[src/rtl/lsu_split.sv]
// Load/store unit with a valid/ready request port and a word-addressed dmem bus.
// Misaligned halfword/word accesses run as two aligned beats with lane merge/split.
module lsu_split #(
  parameter int unsigned ADDR_WIDTH    = 32,
  parameter int unsigned MEM_ADDR_BITS = 14,
  parameter bit          SPLIT_EN      = 1'b1
) (
  input  logic                  clk,
  input  logic                  rst,
  input  logic                  req_valid_i,
  output logic                  req_ready_o,
  input  logic                  req_we_i,
  input  logic [1:0]            req_type_i,
  input  logic                  req_sign_ext_i,
  input  logic [ADDR_WIDTH-1:0] req_addr_i,
  input  logic [31:0]           req_wdata_i,
  output logic                  resp_valid_o,
  output logic                  resp_err_o,
  output logic [31:0]           resp_rdata_o,
  output logic                  dmem_valid_o,
  input  logic                  dmem_ready_i,
  output logic [ADDR_WIDTH-1:0] dmem_addr_o,
  output logic [31:0]           dmem_wdata_o,
  output logic [3:0]            dmem_we_o,
  input  logic [31:0]           dmem_rdata_i
);

  localparam logic [1:0] DATA_BYTE      = 2'b00;
  localparam logic [1:0] DATA_HALF_WORD = 2'b01;
  localparam logic [1:0] DATA_WORD      = 2'b10;

  typedef enum logic [1:0] {IDLE, BEAT0, BEAT1, RESP} state_t;

  state_t                state_q, state_d;
  logic                  we_q, sign_q, split_q;
  logic [2:0]            size_q;
  logic [ADDR_WIDTH-1:0] addr_q;
  logic [7:0]            mask_q;
  logic [63:0]           sdata_q;
  logic [63:0]           lbuf_q, lbuf_d;
  logic                  resp_valid_q, resp_valid_d;
  logic                  resp_err_q, resp_err_d;
  logic [31:0]           resp_rdata_q, resp_rdata_d;

  logic [2:0]            req_size_c;
  logic [7:0]            req_base_mask_c;
  logic [31:0]           req_wmask_c;
  logic                  req_illegal_c;
  logic [1:0]            req_off_c;
  logic                  req_split_c;
  logic [ADDR_WIDTH:0]   req_first_c, req_last_c;
  logic                  req_oob_c, req_err_c, accept_c;
  logic [7:0]            req_mask_c;
  logic [63:0]           req_sdata_c;
  logic [ADDR_WIDTH-1:0] base_addr_c;

  // Size, lane mask and store-data mask per access type
  always_comb begin
    req_illegal_c   = 1'b0;
    req_size_c      = 3'd4;
    req_base_mask_c = 8'h0F;
    req_wmask_c     = 32'hFFFF_FFFF;
    case (req_type_i)
      DATA_BYTE: begin
        req_size_c      = 3'd1;
        req_base_mask_c = 8'h01;
        req_wmask_c     = 32'h0000_00FF;
      end
      DATA_HALF_WORD: begin
        req_size_c      = 3'd2;
        req_base_mask_c = 8'h03;
        req_wmask_c     = 32'h0000_FFFF;
      end
      DATA_WORD: begin
        req_size_c      = 3'd4;
        req_base_mask_c = 8'h0F;
        req_wmask_c     = 32'hFFFF_FFFF;
      end
      default: req_illegal_c = 1'b1;
    endcase
  end

  assign req_off_c   = req_addr_i[1:0];
  assign req_split_c = (3'({1'b0, req_off_c}) + req_size_c) > 3'd4;
  assign req_first_c = {1'b0, req_addr_i};
  // Extra top bit keeps the last-byte address from wrapping past the end of the space
  assign req_last_c  = req_first_c + (ADDR_WIDTH+1)'(req_size_c) - (ADDR_WIDTH+1)'(1);
  assign req_oob_c   = ((req_first_c >> MEM_ADDR_BITS) != '0) ||
                       ((req_last_c  >> MEM_ADDR_BITS) != '0);
  assign req_err_c   = req_illegal_c || req_oob_c || (req_split_c && !SPLIT_EN);
  assign req_mask_c  = req_base_mask_c << req_off_c;
  assign req_sdata_c = {32'h0, req_wdata_i & req_wmask_c} << {req_off_c, 3'b000};
  assign accept_c    = req_valid_i && (state_q == IDLE);

  function automatic logic [31:0] load_fmt(input logic [63:0] b, input logic [1:0] off,
                                           input logic [2:0] size, input logic sx);
    logic [63:0] r;
    r = b >> {off, 3'b000};
    case (size)
      3'd1:    load_fmt = sx ? {{24{r[7]}}, r[7:0]}   : {24'h0, r[7:0]};
      3'd2:    load_fmt = sx ? {{16{r[15]}}, r[15:0]} : {16'h0, r[15:0]};
      default: load_fmt = r[31:0];
    endcase
  endfunction

  // Next state, load-buffer capture and response formation
  always_comb begin
    state_d      = state_q;
    lbuf_d       = lbuf_q;
    resp_valid_d = 1'b0;
    resp_err_d   = 1'b0;
    resp_rdata_d = '0;
    case (state_q)
      IDLE: begin
        if (req_valid_i) begin
          if (req_err_c) begin
            state_d      = RESP;
            resp_valid_d = 1'b1;
            resp_err_d   = 1'b1;
          end else begin
            state_d = BEAT0;
          end
        end
      end
      BEAT0: begin
        if (dmem_ready_i) begin
          lbuf_d[31:0] = dmem_rdata_i;
          if (split_q) begin
            state_d = BEAT1;
          end else begin
            state_d      = RESP;
            resp_valid_d = 1'b1;
            resp_rdata_d = we_q ? '0 : load_fmt(lbuf_d, addr_q[1:0], size_q, sign_q);
          end
        end
      end
      BEAT1: begin
        if (dmem_ready_i) begin
          lbuf_d[63:32] = dmem_rdata_i;
          state_d       = RESP;
          resp_valid_d  = 1'b1;
          resp_rdata_d  = we_q ? '0 : load_fmt(lbuf_d, addr_q[1:0], size_q, sign_q);
        end
      end
      RESP:    state_d = IDLE;
      default: state_d = IDLE;
    endcase
  end

  always_ff @(posedge clk) begin
    if (rst) begin
      state_q      <= IDLE;
      lbuf_q       <= '0;
      resp_valid_q <= 1'b0;
      resp_err_q   <= 1'b0;
      resp_rdata_q <= '0;
    end else begin
      state_q      <= state_d;
      lbuf_q       <= lbuf_d;
      resp_valid_q <= resp_valid_d;
      resp_err_q   <= resp_err_d;
      resp_rdata_q <= resp_rdata_d;
    end
  end

  // Request capture; held for the whole access so the bus stays stable under stalls
  always_ff @(posedge clk) begin
    if (rst) begin
      we_q    <= 1'b0;
      sign_q  <= 1'b0;
      split_q <= 1'b0;
      size_q  <= '0;
      addr_q  <= '0;
      mask_q  <= '0;
      sdata_q <= '0;
    end else if (accept_c) begin
      we_q    <= req_we_i;
      sign_q  <= req_sign_ext_i;
      split_q <= req_split_c;
      size_q  <= req_size_c;
      addr_q  <= req_addr_i;
      mask_q  <= req_mask_c;
      sdata_q <= req_sdata_c;
    end
  end

  assign base_addr_c  = {addr_q[ADDR_WIDTH-1:2], 2'b00};
  assign req_ready_o  = (state_q == IDLE);
  assign dmem_valid_o = (state_q == BEAT0) || (state_q == BEAT1);
  assign dmem_addr_o  = (state_q == BEAT0) ? base_addr_c :
                        (state_q == BEAT1) ? base_addr_c + ADDR_WIDTH'(4) : '0;
  assign dmem_we_o    = (state_q == BEAT0) ? (mask_q[3:0] & {4{we_q}}) :
                        (state_q == BEAT1) ? (mask_q[7:4] & {4{we_q}}) : 4'h0;
  assign dmem_wdata_o = !we_q              ? 32'h0 :
                        (state_q == BEAT0) ? sdata_q[31:0] :
                        (state_q == BEAT1) ? sdata_q[63:32] : 32'h0;
  assign resp_valid_o = resp_valid_q;
  assign resp_err_o   = resp_err_q;
  assign resp_rdata_o = resp_rdata_q;

endmodule

[config.mk]
export PLATFORM = sky130hd
export DESIGN_NAME = lsu_split
export DESIGN_NICKNAME = d
export VERILOG_FILES = /design/src/rtl/lsu_split.sv
export SDC_FILE = /design/constraint.sdc
export NUM_CORES = 1
export LEC_CHECK = 0
export CORE_MARGIN = 3
export CORE_UTILIZATION = 59
export DETAILED_ROUTE_END_ITERATION = 7
export PLACE_DENSITY = 0.95
export SLEW_MARGIN = 20
export SYNTH_ARGS = -nofsm -noshare
export SYNTH_HDL_FRONTEND = slang
export SYNTH_SLANG_ARGS = --single-unit
[constraint.sdc]
create_clock -name clk -period 12 [get_ports clk]
set_clock_uncertainty 0.2 [all_clocks]
set_input_delay 3 -clock clk [delete_from_list [all_inputs] [get_ports clk]]
set_output_delay 3 -clock clk [all_outputs]
set_load 0.05 [all_outputs]
---- Word-level counts from Yosys, hierarchy flattened ----
Cells that the tools add are included.
Widths: inputs -> output; s select.
word-level totals
  register bits after elaboration ......... 210
  output and inout port bits .............. 104
  logic and storage cells ................. 84
cells by class
  $add $sub $neg .......................... 4
  magnitude comparators ................... 1
  equality and inequality tests ........... 10
  shift operators ......................... 4
  multiplexer cells ....................... 35
  bitwise logic cells ..................... 4
  reductions and logical operators ........ 13
operator list
  cell                   count
  $mux 32                14
  $pmux 32 s2            4
  $shr 64x5->32          2
  $reduce_bool 33->1     2
  $shl 32x5->64          1
  $add 32x3->33          1
  $sub 33x1->33 const B  1
  $add 32x3->32 const B  1
  $and 32x32->32         1
  $and 4x4->4            2
  $mux 2                 4
  $mux 4                 2
  $pmux 2 s4             1
  $pmux 4 s2             1
  $shl 8x2->8            1
  $mux 1                 7
  $eq 2x2->1 const B     3
  $ne 2x2->1 const B     3
  $pmux 3 s2             1
  $eq 2x1->1 const B     2
  $logic_not 2->1        2
  $reduce_and 2->1       2
  $add 2x3->3            1
  $eq 3x1->1 const B     1
  9 further kinds        11

---- Longest topological paths before layout ----
  depth after elaboration ................. 10
  gate-level depth with buffers ........... 15
  depth with buffers taken out ............ 14

---- Worst setup path before layout ----
Ideal clock, no wire load.
  path kind ............................... register to output
  start ................................... register state_q[1]
  end ..................................... output dmem_addr_o[26]
  arrival time ............................ 2.857 ns
  path slack .............................. 5.943 ns
  stages on the path, launching flop included .. 11
  path through ............................ dfxtp_1 > inv_1 > ha_1 > and4b_1 > nand2_1 > nor2_1 > and2_1 > inv_1 > or3_1 > or3_1 > a21oi_1
between the ends
  word-level cells in the longest chain between the ends .. 3
  elaborated cells on any way between the ends .. 4
ends and longest elaborated chain
  item                    RTL line  text
  from (decl)             34        state_t state_q, state_d;
  from (signal assigned)  158       state_q <= state_d;
  $eq 2x2->1              191       (state_q == BEAT1) ? base_addr_c + ADDR_WIDTH'(4) : '0;
  $mux 32                 191
  $mux 32 (*)             190       assign dmem_addr_o = (state_q == BEAT0) ? base_addr_c :
  to (decl)               22        output logic [ADDR_WIDTH-1:0] dmem_addr_o,
Every way passes the cells marked *; elsewhere a longest branch is shown, timed or not.

---- Worst setup path after layout ----
  start ................................... register state_q[1]
  end ..................................... output dmem_addr_o[31]
The elaborated chain is that of the path after synthesis.

==> summary.txt <==
Floorplanning
  • Overall die width: 149.7 um
  • DIE HEIGHT: 149.7 um
  • Starting density of the core: 0.6142
  • Die Outline Area: ~22000 sq um
  • Placement Rows: 51
  • I/O Pins: approximately 210
  • Core Footprint: 19850 sq um

GRT
  • Global route overflow: 0
  • Number of antenna violations at the first check in global routing: 2
  • Via count of the first global-routing pass: 12620
  • Overall global routing resource usage: 0.3575
  • Maximum number of pins on one net before global-route repair: 109
  • First-pass GRT wire length: 64740 um

Power
  • Overall power of the completed layout: 2.273 mW
  • Power density relative to cell area: 152.7 nW/um^2
  • Leakage power summed over all cells: around 5.4 nW
  • Peak supply drop: ~0.12 mV

Min path
  • Hold/Removal Path Class: reg -> reg
  • WHS Endpoint: lbuf_q[54]$_SDFFE_PP0P_
  • Worst Min Path Start: lbuf_q[54]$_SDFFE_PP0P_
  • Hold Path Stages: 2

Timing
  • Final setup violating endpoints: 0
  • RSZ-0062 raised after global routing: false
  • Fmax: roughly 140 MHz
  • Final Hold Fails: 0
  • Slew HR: 0.2661
  • Sum Neg Setup Slack: 0 ns
  • Max-slew violation count: 0
  • Crit share post-route: 0.6078
  • Fin crit period: 7.293 ns
  • Slew at the pin closest to its max-slew limit: 1.101 ns

Clock tree
  • Clock buffers created by TritonCTS: 17
  • Clock transition time at the flip-flop clock pins of the worst setup and hold paths: about 0.080 ns
  • H-tree depth reported by CTS: 4
  • Number of gates given a new drive strength after cts: 0
  • Max Buffers Root-to-Sink: 2
  • Count of hold-fix buffers inserted at cts: 0
  • Clock latency of the later-clocked register in the worst-skew pair: 0.45 ns
  • Sinks on Clock Net: 193
  • Cell at the root of the clock tree: clkbuf_16
  • Postcts setup bufs: 0
  • CTS tree: built

Final layout
  • Area added between synthesis and finish: 22.10%
  • Share of post-route cells with drive strength above 1: 0.07049
  • Fill cells: 1444
  • Number of nets in the layout: 1900

Detailed routing
  • First-pass DRT Iterations: 8
  • Iteration-0 DRC Markers: ~1700
  • Via total after detailed routing: 13280
  • WL per Instance: roughly 20 um
  • Wire length after detailed routing: 41230 um
  • Vias per inst: 6.552
  • Number of design rule violations left after detail routing: 0
  • Number of nets with antenna violations after detailed routing: 0

Place
  • GP Congestion: ~1.1
  • HPWL reported at the end of detailed placement: between 20000 and 30000 um
  • # port buffers: 205

Worst setup path
  • Category of the worst setup path launch point: flip-flop
  • Setup slack of the most critical reg-to-reg path: 8.06 ns
  • Max Fanout on Critical Path: 5
  • Critical path data required time: around 8.8 ns
  • Reg2reg start: addr_q[1]$_SDFFE_PP0P_
  • Worst Path Class, Setup: reg -> out
  • Capturing point of the worst reg2reg path: resp_rdata_o[23]$_SDFF_PP0_
  • CP Data Arrival Time: around 4 ns
  • Cells on worst reg2reg path: 9
  • Critical Path End Type: primary output

Logic synthesis
  • Number of synthesis warnings: 0
  • Fraction of registers with async set or reset after synthesis: 0
  • Post-Syn Area: around 12000 sq um
  • Netlist cell types: 85
  • Post-synth EDFFs: 0
  • Syn avg cell area: about 7.5 sq um
  • Post-synthesis instance total: 1619
  • Area share of the largest cell type after synthesis: 0.3170
  • Seq cells post-synth: around 190
  • Yosys top cell by area: dfxtp_1
  • Sequential fraction of the synthesis area: 0.3170
  • Biggest area contributors in the synthesized netlist: dfxtp_1 (32%), nand2_1 (8.9%), a21oi_1 (8.3%)
  • Dominant register cell in the synthesized netlist: dfxtp_1

Status
  • Run status: finished, final reports clean

Flow run
  • Max-cap viol count: 0
==> critical path, cell delays in order (launching register included) <==
cell             delay (ns)
dfxtp_1                0.37
inv_1                  0.11
ha_1                   0.26
and4b_1                0.29
nand2_1                0.08
nor2_1                 0.24
nand2_1                0.18
nor3_1                 0.71
nand3_1                0.23
xor2_1                 0.20
nor2_1                 0.11
clkdlybuf4s50_1        0.85
==> cell families after synthesis <==
kind of cell	count (synthesis)	share of synthesized area
compound gates	476	0.2520
xor+xnor	27	0.01940
fa+ha+maj	50	0.05194
buf+inv	173	0.05615
flops	193	0.3170
mux	80	0.07935
other cells	1	0.0003076
simple gates	619	0.2239
==> layout by cell type (no fill, tap or decap), drive strengths merged, types with 18 or more instances in the layout <==
cell type	count
a21oi	204
inv	70
mux2i	37
a211oi	29
mux2	33
dfxtp	193
xor2	18
a22o	30
clkdlybuf4s50	203
nor3	27
nand3	26
a22oi	35
nor2	167
o21ai	76
clkbuf	19
ha	49
nor2b	25
nand2	288
==> power by group <==
group          switching (mW)  internal, mW
registers              0.0670         0.719
logic                   0.599         0.301
clock network           0.294         0.293
total                   0.959          1.31
==> cell usage after synthesis, drive strengths merged (5+ instances only) <==
library cell / instances
a211oi: 29
a21o: 7
a21oi: 204
a222oi: 9
a22o: 30
a22oi: 35
a2bb2oi: 7
a311oi: 9
a32o: 8
a32oi: 8
and2: 8
and3: 17
buf: 36
clkbuf: 74
dfxtp: 193
ha: 49
inv: 62
mux2: 33
mux2i: 37
mux4: 10
nand2: 288
nand2b: 15
nand3: 26
nand4: 10
nor2: 167
nor2b: 25
nor3: 27
o211ai: 5
o21a: 8
o21ai: 76
o31ai: 5
or2: 11
or3: 5
xnor2: 9
xor2: 18
==> flip-flops by register name, indices dropped and copies added (netlist names) <==
name and count:
state_q 2, we_q 1, addr_q 32, resp_rdata_o 32
resp_valid_o 1, split_q 1, sdata_q 56, resp_err_o 1
lbuf_q 56, sign_q 1, mask_q 7, size_q 3
==> how the worst max path moves through the flow <==
| stage | endpoint | from | slack [ns] |
|---|---|---|---|
| floorplan | dmem_addr_o[26] | state_q[1]$_SDFFE_PP0P_ | 5.94 |
| global placement | resp_valid_o$_SDFF_PP0_ | req_addr_i[0] | 4.82 |
| detailed placement | resp_valid_o$_SDFF_PP0_ | req_addr_i[0] | 4.62 |
| CTS | dmem_addr_o[31] | state_q[1]$_SDFFE_PP0P_ | 4.77 |
| global route | dmem_addr_o[31] | state_q[1]$_SDFFE_PP0P_ | 4.51 |
| finish | dmem_addr_o[31] | state_q[1]$_SDFFE_PP0P_ | 4.71 |
==> final cells by class <==
type | instances | area, sq um | area share
clock buffers | 19 | 454.2 | 0.03052
well taps | 265 | 331.6 | 0.02228
diodes | 2 | 5.005 | 0.0003363
clock inverters | 13 | 148.9 | 0.01000
multi-input cells | 1254 | 7701 | 0.5174
flip-flops and latches | 193 | 3871 | 0.2601
repair buffers | 217 | 2135 | 0.1434
inverters | 63 | 236.5 | 0.01589
==> metrics by stage <==
stage,std cells,area [sq um],util,hold slack (ns),worst slack [ns]
finish,2026,14880,0.7500,0.2547,4.707
global route,2026,14880,0.7500,0.2745,4.507
CTS,2024,14850,0.7482,0.2550,4.769
detailed placement,1992,14240,0.7178,0.2454,4.622
global placement,1992,14240,0.7178,0.2368,4.817
floorplan,1620,12190,-,0.2275,5.943
==> per-layer routing <==
layer | routed length [um] | GRT usage | share of wire
met2 | 19390 | 0.5928 | 0.47
met4 | 1845 | 0.1670 | 0.045
met1 | 15650 | 0.4534 | 0.38
met5 | 0 | 0 | 0
met3 | 4343 | 0.06360 | 0.11
Note: power is estimated with default switching activity, not from simulation.
